$ cat src/rtl/gb_irq_ctrl_pkg.sv
// gb_irq_ctrl_pkg: shared definitions for the Gameboy interrupt controller.
//   Source bit indices, register addresses, vector layout defaults, FSM
//   state type and the vector computation helper.
package gb_irq_ctrl_pkg;

   localparam int unsigned DEF_NUM_IRQ    = 5;
   localparam logic [7:0]  DEF_VEC_BASE   = 8'h40;
   localparam int unsigned DEF_VEC_STRIDE = 8;

   localparam int unsigned IRQ_VBLANK = 0;
   localparam int unsigned IRQ_STAT   = 1;
   localparam int unsigned IRQ_TIMER  = 2;
   localparam int unsigned IRQ_SERIAL = 3;
   localparam int unsigned IRQ_JOYPAD = 4;

   localparam logic [15:0] ADDR_IF = 16'hFF0F;
   localparam logic [15:0] ADDR_IE = 16'hFFFF;

   typedef enum logic {
      StIdle = 1'b0,
      StAck  = 1'b1
   } irq_state_e;

   // RST vector of source idx; 8-bit wrap is intended.
   function automatic logic [7:0] irq_vector(logic [7:0] base, int unsigned stride,
                                             int unsigned idx);
      return 8'(32'(base) + idx * stride);
   endfunction

endpackage

$ cat src/rtl/gb_irq_ctrl_if.sv
// gb_irq_ctrl_if: CPU-side bus of the interrupt controller.
//   cpu_sel_if/cpu_sel_ie : register selects (IF at FF0F, IE at FFFF)
//   cpu_wr, cpu_di        : write strobe and data
//   cpu_do                : combinational read data
//   cpu_ack               : interrupt acknowledge level from the CPU
//   irq_n, irq_vec        : registered interrupt line and RST vector
interface gb_irq_ctrl_if;

   logic       cpu_sel_if;
   logic       cpu_sel_ie;
   logic       cpu_wr;
   logic [7:0] cpu_di;
   logic [7:0] cpu_do;
   logic       cpu_ack;
   logic       irq_n;
   logic [7:0] irq_vec;

   modport master (
      output cpu_sel_if, cpu_sel_ie, cpu_wr, cpu_di, cpu_ack,
      input  cpu_do, irq_n, irq_vec
   );

   modport slave (
      input  cpu_sel_if, cpu_sel_ie, cpu_wr, cpu_di, cpu_ack,
      output cpu_do, irq_n, irq_vec
   );

endinterface

$ cat src/rtl/gb_irq_prio.sv
// gb_irq_prio: combinational lowest-set-bit encoder.
//   pend_i  : pending sources, bit 0 highest priority
//   valid_o : any bit set
//   index_o : index of the lowest set bit (0 when none)
module gb_irq_prio #(
   parameter int unsigned N = 5,
   localparam int unsigned IdxW = (N > 1) ? $clog2(N) : 1
) (
   input  logic [N-1:0]    pend_i,
   output logic            valid_o,
   output logic [IdxW-1:0] index_o
);

   always_comb begin
      valid_o = |pend_i;
      index_o = '0;
      // Scan downwards so the lowest set bit is the last one written.
      for (int i = int'(N) - 1; i >= 0; i--) begin
         if (pend_i[i]) index_o = IdxW'(i);
      end
   end

endmodule

$ cat src/rtl/gb_irq_ctrl.sv
// gb_irq_ctrl: Gameboy interrupt controller owning IF (FF0F) and IE (FFFF).
//   clk, reset_n : CPU clock, asynchronous active-low reset
//   irq_req      : source request levels, [0]VBlank .. [4]Joypad
//   bus          : CPU register access, acknowledge, irq_n and irq_vec
module gb_irq_ctrl
   import gb_irq_ctrl_pkg::*;
#(
   parameter int unsigned NUM_IRQ    = DEF_NUM_IRQ,
   parameter logic [7:0]  VEC_BASE   = DEF_VEC_BASE,
   parameter int unsigned VEC_STRIDE = DEF_VEC_STRIDE
) (
   input  logic               clk,
   input  logic               reset_n,
   input  logic [NUM_IRQ-1:0] irq_req,
   gb_irq_ctrl_if.slave       bus
);

   localparam int unsigned IdxW = (NUM_IRQ > 1) ? $clog2(NUM_IRQ) : 1;

   logic [NUM_IRQ-1:0] if_q, if_d;
   logic [NUM_IRQ-1:0] req_q;
   logic [NUM_IRQ-1:0] req_edge;
   logic [NUM_IRQ-1:0] pend;
   logic [7:0]         ie_q, ie_d;
   logic [7:0]         vec_q;
   logic               ack_q;
   logic               irq_n_q;
   logic               ack_rise;
   logic               prio_valid;
   logic [IdxW-1:0]    prio_idx;
   irq_state_e         state_q;

   assign req_edge = irq_req & ~req_q;
   assign pend     = if_q & ie_q[NUM_IRQ-1:0];
   assign ack_rise = (state_q == StIdle) && bus.cpu_ack && !ack_q;

   gb_irq_prio #(
      .N(NUM_IRQ)
   ) u_prio (
      .pend_i  (pend),
      .valid_o (prio_valid),
      .index_o (prio_idx)
   );

   // Later assignments win: CPU write < ack clear < request edge.
   always_comb begin
      if_d = if_q;
      ie_d = ie_q;
      if (bus.cpu_wr && bus.cpu_sel_if) if_d = bus.cpu_di[NUM_IRQ-1:0];
      if (bus.cpu_wr && bus.cpu_sel_ie) ie_d = bus.cpu_di;
      if (ack_rise && prio_valid) if_d = if_d & ~(NUM_IRQ'(1) << prio_idx);
      if_d = if_d | req_edge;
   end

   always_ff @(posedge clk or negedge reset_n) begin
      if (!reset_n) begin
         if_q  <= '0;
         ie_q  <= '0;
         req_q <= '0;
         ack_q <= 1'b0;
      end else begin
         if_q  <= if_d;
         ie_q  <= ie_d;
         req_q <= irq_req;
         ack_q <= bus.cpu_ack;
      end
   end

   always_ff @(posedge clk or negedge reset_n) begin
      if (!reset_n) begin
         state_q <= StIdle;
         irq_n_q <= 1'b1;
         vec_q   <= 8'h00;
      end else begin
         case (state_q)
            StIdle: begin
               if (ack_rise) begin
                  state_q <= StAck;
                  irq_n_q <= 1'b1;
                  // Empty pend means IE/IF changed under the CPU: hand it a null vector.
                  vec_q   <= prio_valid ? irq_vector(VEC_BASE, VEC_STRIDE, 32'(prio_idx))
                                        : 8'h00;
               end else begin
                  irq_n_q <= ~(|pend);
               end
            end
            StAck: begin
               irq_n_q <= 1'b1;
               if (!bus.cpu_ack) state_q <= StIdle;
            end
            default: state_q <= StIdle;
         endcase
      end
   end

   always_comb begin
      bus.cpu_do = 8'hFF;
      if (bus.cpu_sel_if) begin
         bus.cpu_do[NUM_IRQ-1:0] = if_q;
      end else if (bus.cpu_sel_ie) begin
         bus.cpu_do = ie_q;
      end
   end

   assign bus.irq_n   = irq_n_q;
   assign bus.irq_vec = vec_q;

endmodule

$ cat src/flat_wrapper.sv
// flat-port wrapper written by rule: the top's interface ports become plain ports
module gb_irq_ctrl_flat import gb_irq_ctrl_pkg::*;
#(
   parameter int unsigned NUM_IRQ    = DEF_NUM_IRQ,
   parameter logic [7:0]  VEC_BASE   = DEF_VEC_BASE,
   parameter int unsigned VEC_STRIDE = DEF_VEC_STRIDE
)
  (clk, reset_n, irq_req, bus_cpu_sel_if, bus_cpu_sel_ie, bus_cpu_wr, bus_cpu_di, bus_cpu_ack, bus_cpu_do, bus_irq_n, bus_irq_vec);
  gb_irq_ctrl_if bus_i ();
  input  logic clk;
  input  logic reset_n;
  input  logic [NUM_IRQ-1:0] irq_req;
  input wire logic [$bits(bus_i.cpu_sel_if)-1:0] bus_cpu_sel_if;
  input wire logic [$bits(bus_i.cpu_sel_ie)-1:0] bus_cpu_sel_ie;
  input wire logic [$bits(bus_i.cpu_wr)-1:0] bus_cpu_wr;
  input wire logic [$bits(bus_i.cpu_di)-1:0] bus_cpu_di;
  input wire logic [$bits(bus_i.cpu_ack)-1:0] bus_cpu_ack;
  output wire logic [$bits(bus_i.cpu_do)-1:0] bus_cpu_do;
  output wire logic [$bits(bus_i.irq_n)-1:0] bus_irq_n;
  output wire logic [$bits(bus_i.irq_vec)-1:0] bus_irq_vec;
  assign bus_i.cpu_sel_if = bus_cpu_sel_if;
  assign bus_i.cpu_sel_ie = bus_cpu_sel_ie;
  assign bus_i.cpu_wr = bus_cpu_wr;
  assign bus_i.cpu_di = bus_cpu_di;
  assign bus_i.cpu_ack = bus_cpu_ack;
  assign bus_cpu_do = bus_i.cpu_do;
  assign bus_irq_n = bus_i.irq_n;
  assign bus_irq_vec = bus_i.irq_vec;
  gb_irq_ctrl #(.NUM_IRQ(NUM_IRQ), .VEC_BASE(VEC_BASE), .VEC_STRIDE(VEC_STRIDE)) u_core (.clk(clk), .reset_n(reset_n), .irq_req(irq_req), .bus(bus_i));
endmodule
$ cat config.mk
export PLATFORM = sky130hd
export DESIGN_NAME = gb_irq_ctrl_flat
export DESIGN_NICKNAME = d
export VERILOG_FILES = /design/src/rtl/gb_irq_ctrl_pkg.sv /design/src/rtl/gb_irq_ctrl_if.sv /design/src/rtl/gb_irq_prio.sv /design/src/rtl/gb_irq_ctrl.sv /design/src/flat_wrapper.sv
export SDC_FILE = /design/constraint.sdc
export NUM_CORES = 1
export LEC_CHECK = 0
export ABC_AREA = 1
export CORE_UTILIZATION = 30
export DETAILED_ROUTE_END_ITERATION = 10
export GPL_ROUTABILITY_DRIVEN = 1
export HOLD_SLACK_MARGIN = 0.03
export PLACE_DENSITY = 0.57
export SYNTH_ARGS = -nofsm -noshare
export SYNTH_HDL_FRONTEND = slang
export SYNTH_SLANG_ARGS = --single-unit
$ cat constraint.sdc
create_clock -name clk -period 1.41 [get_ports clk]
set_clock_uncertainty 0.15 [all_clocks]
set_input_delay 0.2115 -clock clk [delete_from_list [all_inputs] [get_ports clk]]
set_output_delay 0.2115 -clock clk [all_outputs]
set_load 0.05 [all_outputs]
==> metrics.md, run 1 <==
| Metric | Value |
|---|---|
| Worst hold slack | between 0.1 and 0.15 ns |
| Asr flop ratio synth | 1.00 |
| Most frequent cell after synthesis | nand2_1 |
| CP arrival | ~1.1 ns |
| Per-cell routed wire length | approximately 11 um |
| Register area share after synthesis | 0.548 |
| CP max FO | 2 |
| Root buf cell | clkbuf_8 |
| Num rows | 22 |
| Remaining DRCs | 0 |
| Total CTS buffers | 3 |
| Sw Ratio | 0.350 |
| Crit path launch type | register |
| Synthesized flop and latch total | 25 |
| P_leak | between 0.8 and 0.9 nW |
| Run status | finished with violations |
| Crit. End Element | output port |
| Post-synthesis cell area | ~1100 sq um |
| Layout area overhead | 58.4% |
| P_int | around 1.4 mW |
| Placeable Area | roughly 3700 sq um |
| Vias per cell | around 4.5 |
| Syn Area/Cell | around 8.1 sq um |
| Cells after synthesis | 142 |
| Vias in the first global route | slightly above 1000 |
| CTS max path bufs | 2 |
| Unique masters post-synth | 18 |
| Max Transition Viols Final | 0 |
| Detailed Route WL | 2.66 mm |
| Iteration count of the initial detailed-routing pass | 4 |
| Initial core utilization | 0.313 |
| Area of the die | 4070 sq um |
| Top cell type's share of synthesized area | 0.525 |
| Combinational share of power | 0.378 |
| Final Cell Area | between 1500 and 2000 sq um |
| CTS tree | built |
| Congestion Overflow GR | 0 |
| Final setup fails | 3 |
| Synth Warn # | 0 |
| DR vias | about 1100 |
| Switching pwr | about 740 uW |
| Detail Route Antenna Nets | 0 |
| Clock Pin Slew Worst Setup and Hold Paths | roughly 0.090 ns |
| I/O Pins | 36 |
| Fin crit period | between 1 and 1.5 ns |
| Final GP Congestion | a little over 0.9 |
| IO Port Bufs | 31 |
| Top post-synthesis cells by count | 46 x nand2_1, 24 x dfrtp_1, 16 x inv_1 |
| Final hold violations | 0 |
| Initial DRC count | 25 |
| Setup Crit Path Kind | register to output port |
| Final period util | 1.01 |
| Die span in x | ~64 um |
| # diodes | 0 |
| Post-Place Cell Area | 1690 sq um |
| Most common flop cell mapped by yosys | dfrtp_1 |
| Top cells by area, synth | dfrtp_1 52%, nand2_1 15%, o21ai_0 6.6% |
| Fmax | roughly 700 MHz |
| Clock latency on the worst-skew pair | 0.28 ns |
| Clk sink count | 25 |
| Worst min path class | input pin to async pin |
| # nets final | between 200 and 250 |
| Final worst slack | -0.0134 ns |
| Final Util | 0.495 |
| Max_cap viols | 0 |
| Number of synthesized flops with an enable pin | 0 |
| Htree depth | 1 |
| Peak VDD IR | 0.000450 V |
| PwrDens | 1160 nW/um^2 |
| R2R setup slack | ~0.08 ns |
| Initial antenna violation count | 0 |
| RSZ-0062 raised after global routing | true |
| Layout cells sized above 1 | 0.258 |
| Register share of total power | 0.418 |
| Fill count | between 300 and 400 |
| Hpwl dp | roughly 1.9 mm |
| Die height | between 60 and 70 um |
| CP required | 1.05 ns |
| First-pass GRT wire length | around 4.5 mm |
| CTS Hold Bufs | 0 |
| Clk network pwr share | 0.204 |
| GR Util All Layers | 0.145 |
| Dominant cell type by area after synthesis | dfrtp_1 |
| Violated checks | negative setup slack |
| Largest net degree at the start of global routing | 26 |
[logic make-up after synthesis]
kind of cell | share of synthesized area
flip-flops | 0.548
buffers and inverters | 0.0896
AO/OA/AOI/OAI | 0.101
AND/OR/NAND/NOR | 0.259
other | 0.00328
[timing repair]
| action | 4_1_cts | 5_1_grt |
|---|---|---|
| resized for setup | 12 | 7 |
| buffers inserted | 4 | 2 |
| endpoints found under the setup margin | 8 | 14 |
| gates cloned | 1 | 0 |
| hold endpoints to repair | 0 | 0 |
| pin swaps | 6 | 8 |
[layer usage]
metal,track usage,vias up,share of wire
li1,-,528,-
met1,0.173,505,0.42
met2,0.243,23,0.51
met3,0.0286,7,0.046
met4,0.0824,0,0.027
met5,0,-,0
[critical path, stage by stage (launching register included)]
cell and delay [ns]:
dfrtp_1 0.37, nor2_1 0.05, o21ai_2 0.19, buf_12 0.17
[layout make-up]
| class | instances | area [sq um] | share of cell area |
|---|---|---|---|
| clock buffers | 4 | 45.0 | 0.0248 |
| inverters | 17 | 63.8 | 0.0352 |
| multi-input cells | 97 | 473 | 0.261 |
| flip-flops and latches | 25 | 627 | 0.346 |
| well taps | 48 | 60.1 | 0.0331 |
| repair buffers | 43 | 544 | 0.300 |
[cells in the final DEF, fill, tap and decap left out]
cell | Yosys | layout
nand2_1 | 46 | 41
dfrtp_1 | 24 | 24
clkdlybuf4s50_1 | 0 | 16
inv_1 | 16 | 15
buf_12 | 0 | 14
o21ai_0 | 15 | 10
buf_4 | 4 | 10
nor2_1 | 11 | 9
nand2_2 | 3 | 8
nand3_1 | 7 | 7
a21oi_1 | 5 | 5
o21ai_2 | 0 | 5
conb_1 | 1 | 4
o21ai_1 | 3 | 3
clkbuf_8 | 0 | 3
nor2_4 | 0 | 2
inv_2 | 1 | 2
dlygate4sd2_1 | 0 | 2
nor3_4 | 1 | 1
nor2_2 | 1 | 1
nand4_1 | 1 | 1
clkbuf_1 | 1 | 1
buf_6 | 0 | 1
dfstp_2 | 1 | 1
[registers in the layout, indices dropped and copies added, names as in the netlist]
signal	flops
u_core.bus.irq_vec	4
u_core.ie_q	8
u_core.ack_q	1
u_core.if_q	5
u_core.req_q	5
u_core.bus.irq_n	1
u_core.state_q	1
[through the flow]
stage                     total power, mW  setup TNS [ns]  std cells  setup slack [ns]
after floorplan                      1.27          -0.409        145           -0.0848
after global placement               1.64           -3.04        226            -0.250
after detailed placement             1.65           -3.26        226            -0.243
after CTS                            2.10          -0.129        232           -0.0362
after global routing                 2.20          -0.412        234           -0.0692
final                                2.10         -0.0237        234           -0.0134
[power groups by stage]
stage / Clock [mW] / Combinational, mW / Sequential, mW
2_1_floorplan: 0 / 0.293 / 0.974
3_3_place_gp: 0 / 0.742 / 0.898
3_5_place_dp: 0 / 0.750 / 0.899
4_1_cts: 0.441 / 0.782 / 0.878
5_1_grt: 0.460 / 0.856 / 0.889
6_report: 0.429 / 0.796 / 0.880
[final timing paths]
check	start	endpoint	cells after the start
setup / recovery	u_core.ie_q[3]	bus_cpu_do[3]	3
hold / removal	reset_n	u_core.if_q[0]	2
setup reg to reg	u_core.ie_q[0]	u_core.if_q[4]	7
hold reg to reg	u_core.req_q[0]	u_core.if_q[0]	1
max in group asynchronous	reset_n	u_core.bus.irq_n	2
min in group clk	irq_req[2]	u_core.req_q[2]	1
Power figures use the tool's default switching activity.
==> run 2: changes to the inputs <==
--- a/config.mk
+++ b/config.mk
@@ -14,3 +14,4 @@
 export SYNTH_ARGS = -nofsm -noshare
 export SYNTH_HDL_FRONTEND = slang
 export SYNTH_SLANG_ARGS = --single-unit
+export TNS_END_PERCENT = 5
==> metrics.md, run 2 (synthesis results as in run 1) <==
| Metric | Value |
|---|---|
| GR Util All Layers | 0.145 |
| Per-cell routed wire length | between 10 and 15 um |
| Dpl cells | 226 |
| CP arrival | approximately 1.1 ns |
| Die height | ~64 um |
| Crit path launch type | register |
| Final setup fails | 3 |
| Detailed Route WL | between 2 and 3 mm |
| Vias in the first global route | a little over 1000 |
| First-pass GRT wire length | 4.50 mm |
| Final worst slack | -0.0118 ns |
| Placeable Area | around 3700 sq um |
| Area of the die | 4070 sq um |
| CP max FO | 2 |
| Clock latency on the worst-skew pair | 0.28 ns |
| Worst min path class | input pin to async pin |
| Cell Count, Final, Fillers Out | 232 |
| Combinational share of power | 0.376 |
| Detail Route Antenna Nets | 0 |
| RSZ-0062 raised after global routing | true |
| Switching pwr | 729 uW |
| Iteration count of the initial detailed-routing pass | 4 |
| Die span in x | about 64 um |
| Bufs and invs on worst path | 1 |
| Fmax | ~700 MHz |
| CTS max path bufs | 2 |
| Peak VDD IR | around 0.00045 V |
| CP peak stage delay | 0.37 ns |
| Max Transition Viols Final | 0 |
| Max_cap viols | 0 |
| Hpwl dp | 1.94 mm |
| Clk network pwr share | 0.204 |
| Setup Crit Path Kind | register to output port |
| P_leak | a little under 0.9 nW |
| Vias per cell | about 4.5 |
| DR vias | roughly 1100 |
| CP delay by family, top | flip-flops |
| Clock Pin Slew Worst Setup and Hold Paths | 0.08 ns |
| Max reg flops | 8 |
| Initial DRC count | 29 |
| Congestion Overflow GR | 0 |
| # nets final | around 200 |
| Initial core utilization | 0.313 |
| Worst hold slack | 0.127 ns |
| # diodes | 0 |
| CTS tree | built |
| Largest net degree at the start of global routing | 26 |
| Commonest non-fill, non-tap cell in the layout | nand2_1 |
| Biggest register | u_core.ie_q |
| Stages on worst setup path | 3 |
| PwrDens | about 1200 nW/um^2 |
| Layout cells sized above 1 | 0.234 |
| Register share of total power | 0.420 |
| I/O Pins | 36 |
| CTS Hold Bufs | 0 |
| Remaining DRCs | 0 |
| Clk sink count | 25 |
| Layout area overhead | 56.4% |
| Top Registers | u_core.ie_q: 8 flops, u_core.if_q: 5 flops, u_core.req_q: 5 flops |
| Run status | finished with violations |
| CP Cell Sequence | nor2_1 -> o21ai_2 -> buf_12 |
| Root buf cell | clkbuf_8 |
| Commonest cells after routing, fill and taps aside | 44 x nand2_1, 24 x dfrtp_1, 16 x clkdlybuf4s50_1 |
| IO Port Bufs | 31 |
| Final setup TNS | -0.0209 ns |
| Crit. End Element | output port |
| Fin crit period | ~1.4 ns |
| Violated checks | negative setup slack |
| Htree depth | 1 |
| Final period util | 1.01 |
| Slowest CP cell | dfrtp_1 |
| Final GP Congestion | a little over 0.9 |
| P_int | between 1 and 1.5 mW |
| Final hold violations | 0 |
| Num rows | 22 |
| Initial antenna violation count | 0 |
| Total CTS buffers | 3 |
| Sw Ratio | 0.348 |
| R2R cell count | 7 |
| CP required | around 1.1 ns |
| Fill count | ~350 |
==> run 2: final timing paths <==
check,slack (ns),start,to
setup / recovery,-0.01,u_core.ie_q[3],bus_cpu_do[3]
hold / removal,0.13,reset_n,u_core.if_q[0]
setup reg to reg,0.09,u_core.ie_q[0],u_core.if_q[3]
hold reg to reg,0.27,u_core.req_q[0],u_core.if_q[0]
max in group asynchronous,0.76,reset_n,u_core.bus.irq_n
min in group clk,0.24,irq_req[2],u_core.req_q[2]
==> run 2: layer usage <==
metal  global-route usage  vias to the layer above  wire length, um
li1                     -                      523                -
met1                0.173                      494             1080
met2                0.243                       28             1310
met3               0.0286                        7              132
met4               0.0824                        0               70
met5                    0                        -                0
==> run 2: power groups by stage <==
stage / Combinational, mW / Sequential (mW) / Clock [mW]
after floorplan: 0.293 / 0.974 / 0
after global placement: 0.742 / 0.898 / 0
after detailed placement: 0.750 / 0.899 / 0
after CTS: 0.780 / 0.878 / 0.441
after global routing: 0.846 / 0.888 / 0.460
final: 0.787 / 0.880 / 0.427
==> run 2: what timing repair did <==
action                                  CTS  global route
resized for setup                        11             5
buffers inserted                          4             0
endpoints found under the setup margin    8            14
pin swaps                                 6             5
gates cloned                              1             0
==> run 2: metrics by stage <==
stage	utilization	worst slack (ns)	cell area, sq um	power, mW
after floorplan	-	-0.0848	1160	1.27
after global placement	0.462	-0.250	1690	1.64
after detailed placement	0.462	-0.243	1690	1.65
after CTS	0.484	-0.0362	1770	2.10
after global routing	0.489	-0.0600	1790	2.19
final	0.489	-0.0118	1790	2.09
==> run 2: cell type report <==
class,count,area (sq um),share of cell area
sequential,25,627,0.350
timing repair buffer,41,529,0.296
multi-input combinational,97,465,0.260
inverter,17,63.8,0.0356
tap,48,60.1,0.0335
clock buffer,4,45.0,0.0252
==> run 3: changes to the inputs <==
--- a/config.mk
+++ b/config.mk
@@ -6,11 +6,14 @@
 export NUM_CORES = 1
 export LEC_CHECK = 0
 export ABC_AREA = 1
+export ABC_CLOCK_PERIOD_IN_PS = 1410
+export CORE_MARGIN = 3
 export CORE_UTILIZATION = 30
 export DETAILED_ROUTE_END_ITERATION = 10
 export GPL_ROUTABILITY_DRIVEN = 1
 export HOLD_SLACK_MARGIN = 0.03
 export PLACE_DENSITY = 0.57
+export SKIP_LAST_GASP = 1
 export SYNTH_ARGS = -nofsm -noshare
 export SYNTH_HDL_FRONTEND = slang
 export SYNTH_SLANG_ARGS = --single-unit
==> metrics.md, run 3 (synthesis results as in run 1) <==
| Metric | Value |
|---|---|
| Run status | finished with violations |
| Violated checks | negative setup slack |
| Final hold violations | 0 |
| CP delay by family, top | flip-flops |
| Placeable Area | 3490 sq um |
| Per-cell routed wire length | ~12 um |
| Vias in the first global route | around 1000 |
| Initial DRC count | 34 |
| CTS tree | built |
| Detailed Route WL | between 2 and 3 mm |
| GR Util All Layers | 0.131 |
| Initial core utilization | 0.328 |
| RSZ-0062 raised after global routing | true |
| Stages on worst setup path | 3 |
| Commonest cells after routing, fill and taps aside | 45 x nand2_1, 24 x dfrtp_1, 16 x clkdlybuf4s50_1 |
| Crit. End Element | output port |
| CP max FO | 3 |
| Max_cap viols | 0 |
| Fmax | about 700 MHz |
| First-pass GRT wire length | roughly 4.5 mm |
| PwrDens | between 1000 and 1500 nW/um^2 |
| Worst min path class | input pin to async pin |
| Iteration count of the initial detailed-routing pass | 4 |
| Final GP Congestion | around 0.83 |
| CP arrival | approximately 1.1 ns |
| Remaining DRCs | 0 |
| Root buf cell | clkbuf_8 |
| Area of the die | between 4000 and 5000 sq um |
| Htree depth | 1 |
| Max reg flops | 8 |
| Num rows | 21 |
| Top Registers | u_core.ie_q: 8 flops, u_core.if_q: 5 flops, u_core.req_q: 5 flops |
| Peak VDD IR | between 0.0005 and 0.0006 V |
| Bufs and invs on worst path | 1 |
| Hpwl dp | between 1.5 and 2 mm |
| Total CTS buffers | 3 |
| R2R setup slack | roughly 0.07 ns |
| Detail Route Antenna Nets | 0 |
| Final worst slack | -0.0202 ns |
| Crit path launch type | register |
| Slowest CP cell | dfrtp_1 |
| # diodes | 0 |
| Biggest register | u_core.ie_q |
| DR vias | about 1000 |
| Congestion Overflow GR | 0 |
| Max Transition Viols Final | 0 |
| Fin crit period | ~1.4 ns |
| Die height | just under 70 um |
| Initial antenna violation count | 0 |
| Layout cells sized above 1 | 0.246 |
| R2R cell count | 7 |
| Final period util | 1.01 |
| Clock latency on the worst-skew pair | roughly 0.27 ns |
| P_leak | approximately 0.9 nW |
| Die span in x | just under 70 um |
| # nets final | ~200 |
| CTS max path bufs | 2 |
| Setup Crit Path Kind | register to output port |
| Layout area overhead | 58.6% |
| IO Port Bufs | 31 |
| Cell Count, Final, Fillers Out | around 230 |
| CP required | 1.05 ns |
| Dpl cells | ~220 |
| Final setup TNS | -0.0608 ns |
| Clk sink count | 25 |
| Clock Pin Slew Worst Setup and Hold Paths | ~0.090 ns |
| Largest net degree at the start of global routing | 16 |
| CP peak stage delay | about 0.42 ns |
| Vias per cell | around 4.5 |
| I/O Pins | 36 |
| Final setup fails | 4 |
| Commonest non-fill, non-tap cell in the layout | nand2_1 |
| CP Cell Sequence | nor2_2 -> o21ai_4 -> buf_12 |
## run 3: cell count changes in the layout (fill, tap and decap cells not counted), moves of 2 or more
| cell | before | now |
|---|---|---|
| o21ai_2 | 5 | 1 |
| o21ai_4 | 0 | 4 |
| nor2_1 | 9 | 6 |
| nor2_2 | 1 | 3 |
## run 3: layer usage
layer	up-vias	global-route usage	routed length, um
li1	518	-	-
met2	29	0.209	1220
met1	474	0.174	1200
met3	4	0.0216	191
met4	0	0.0596	31
met5	-	0	0
## run 3: metrics by stage
step / worst slack, ns / util / hold slack [ns] / total power, mW / cell area (sq um)
3_3_place_gp: -0.268 / 0.477 / 0.259 / 1.62 / 1670
3_5_place_dp: -0.252 / 0.477 / 0.268 / 1.63 / 1670
6_report: -0.0202 / 0.520 / 0.106 / 2.10 / 1820
2_1_floorplan: -0.0848 / - / -0.234 / 1.27 / 1160
5_1_grt: -0.0586 / 0.520 / 0.125 / 2.21 / 1820
4_1_cts: -0.0330 / 0.516 / 0.120 / 2.11 / 1800
## run 3: what timing repair did
action / CTS / global route
setup buffers: 1 / 0
gates resized for setup: 21 / 3
gates cloned: 1 / 0
pin swaps: 1 / 5
endpoints found under the setup margin: 8 / 12
hold buffers: 0 / 0
## run 3: path summary, 6_finish.rpt
path | from | to
worst max-delay path | u_core.ie_q[1] | bus_cpu_do[1]
worst min-delay path | reset_n | u_core.bus.irq_vec[5]
worst max register to register | u_core.ie_q[0] | u_core.if_q[4]
worst min register to register | u_core.req_q[0] | u_core.if_q[0]
max in group asynchronous | reset_n | u_core.bus.irq_n
min in group clk | irq_req[3] | u_core.req_q[3]
## run 3: worst reg2reg max path, cell delays in order (launching register included)
cell	delay (ns)
dfrtp_1	0.40
buf_4	0.15
nand2_2	0.09
nand2_2	0.09
nor2_4	0.10
nand4_1	0.12
nand2_1	0.10
nand2_1	0.05
## run 3: where the power goes
part	total [mW]	leakage [nW]	internal (mW)	switching, mW
Combinational	0.781	0.567	0.351	0.430
Clock	0.435	0.0217	0.200	0.234
Sequential	0.888	0.293	0.808	0.0806
Total	2.10	0.882	1.36	0.745
## run 3: final cells by class
cell class	count	area (sq um)
multi-input cells	97	505
fillers	325	1680
inverters	17	63.8
clock inverters	1	7.51
repair buffers	40	513
clock buffers	3	41.3
well taps	46	57.6
flip-flops and latches	25	627
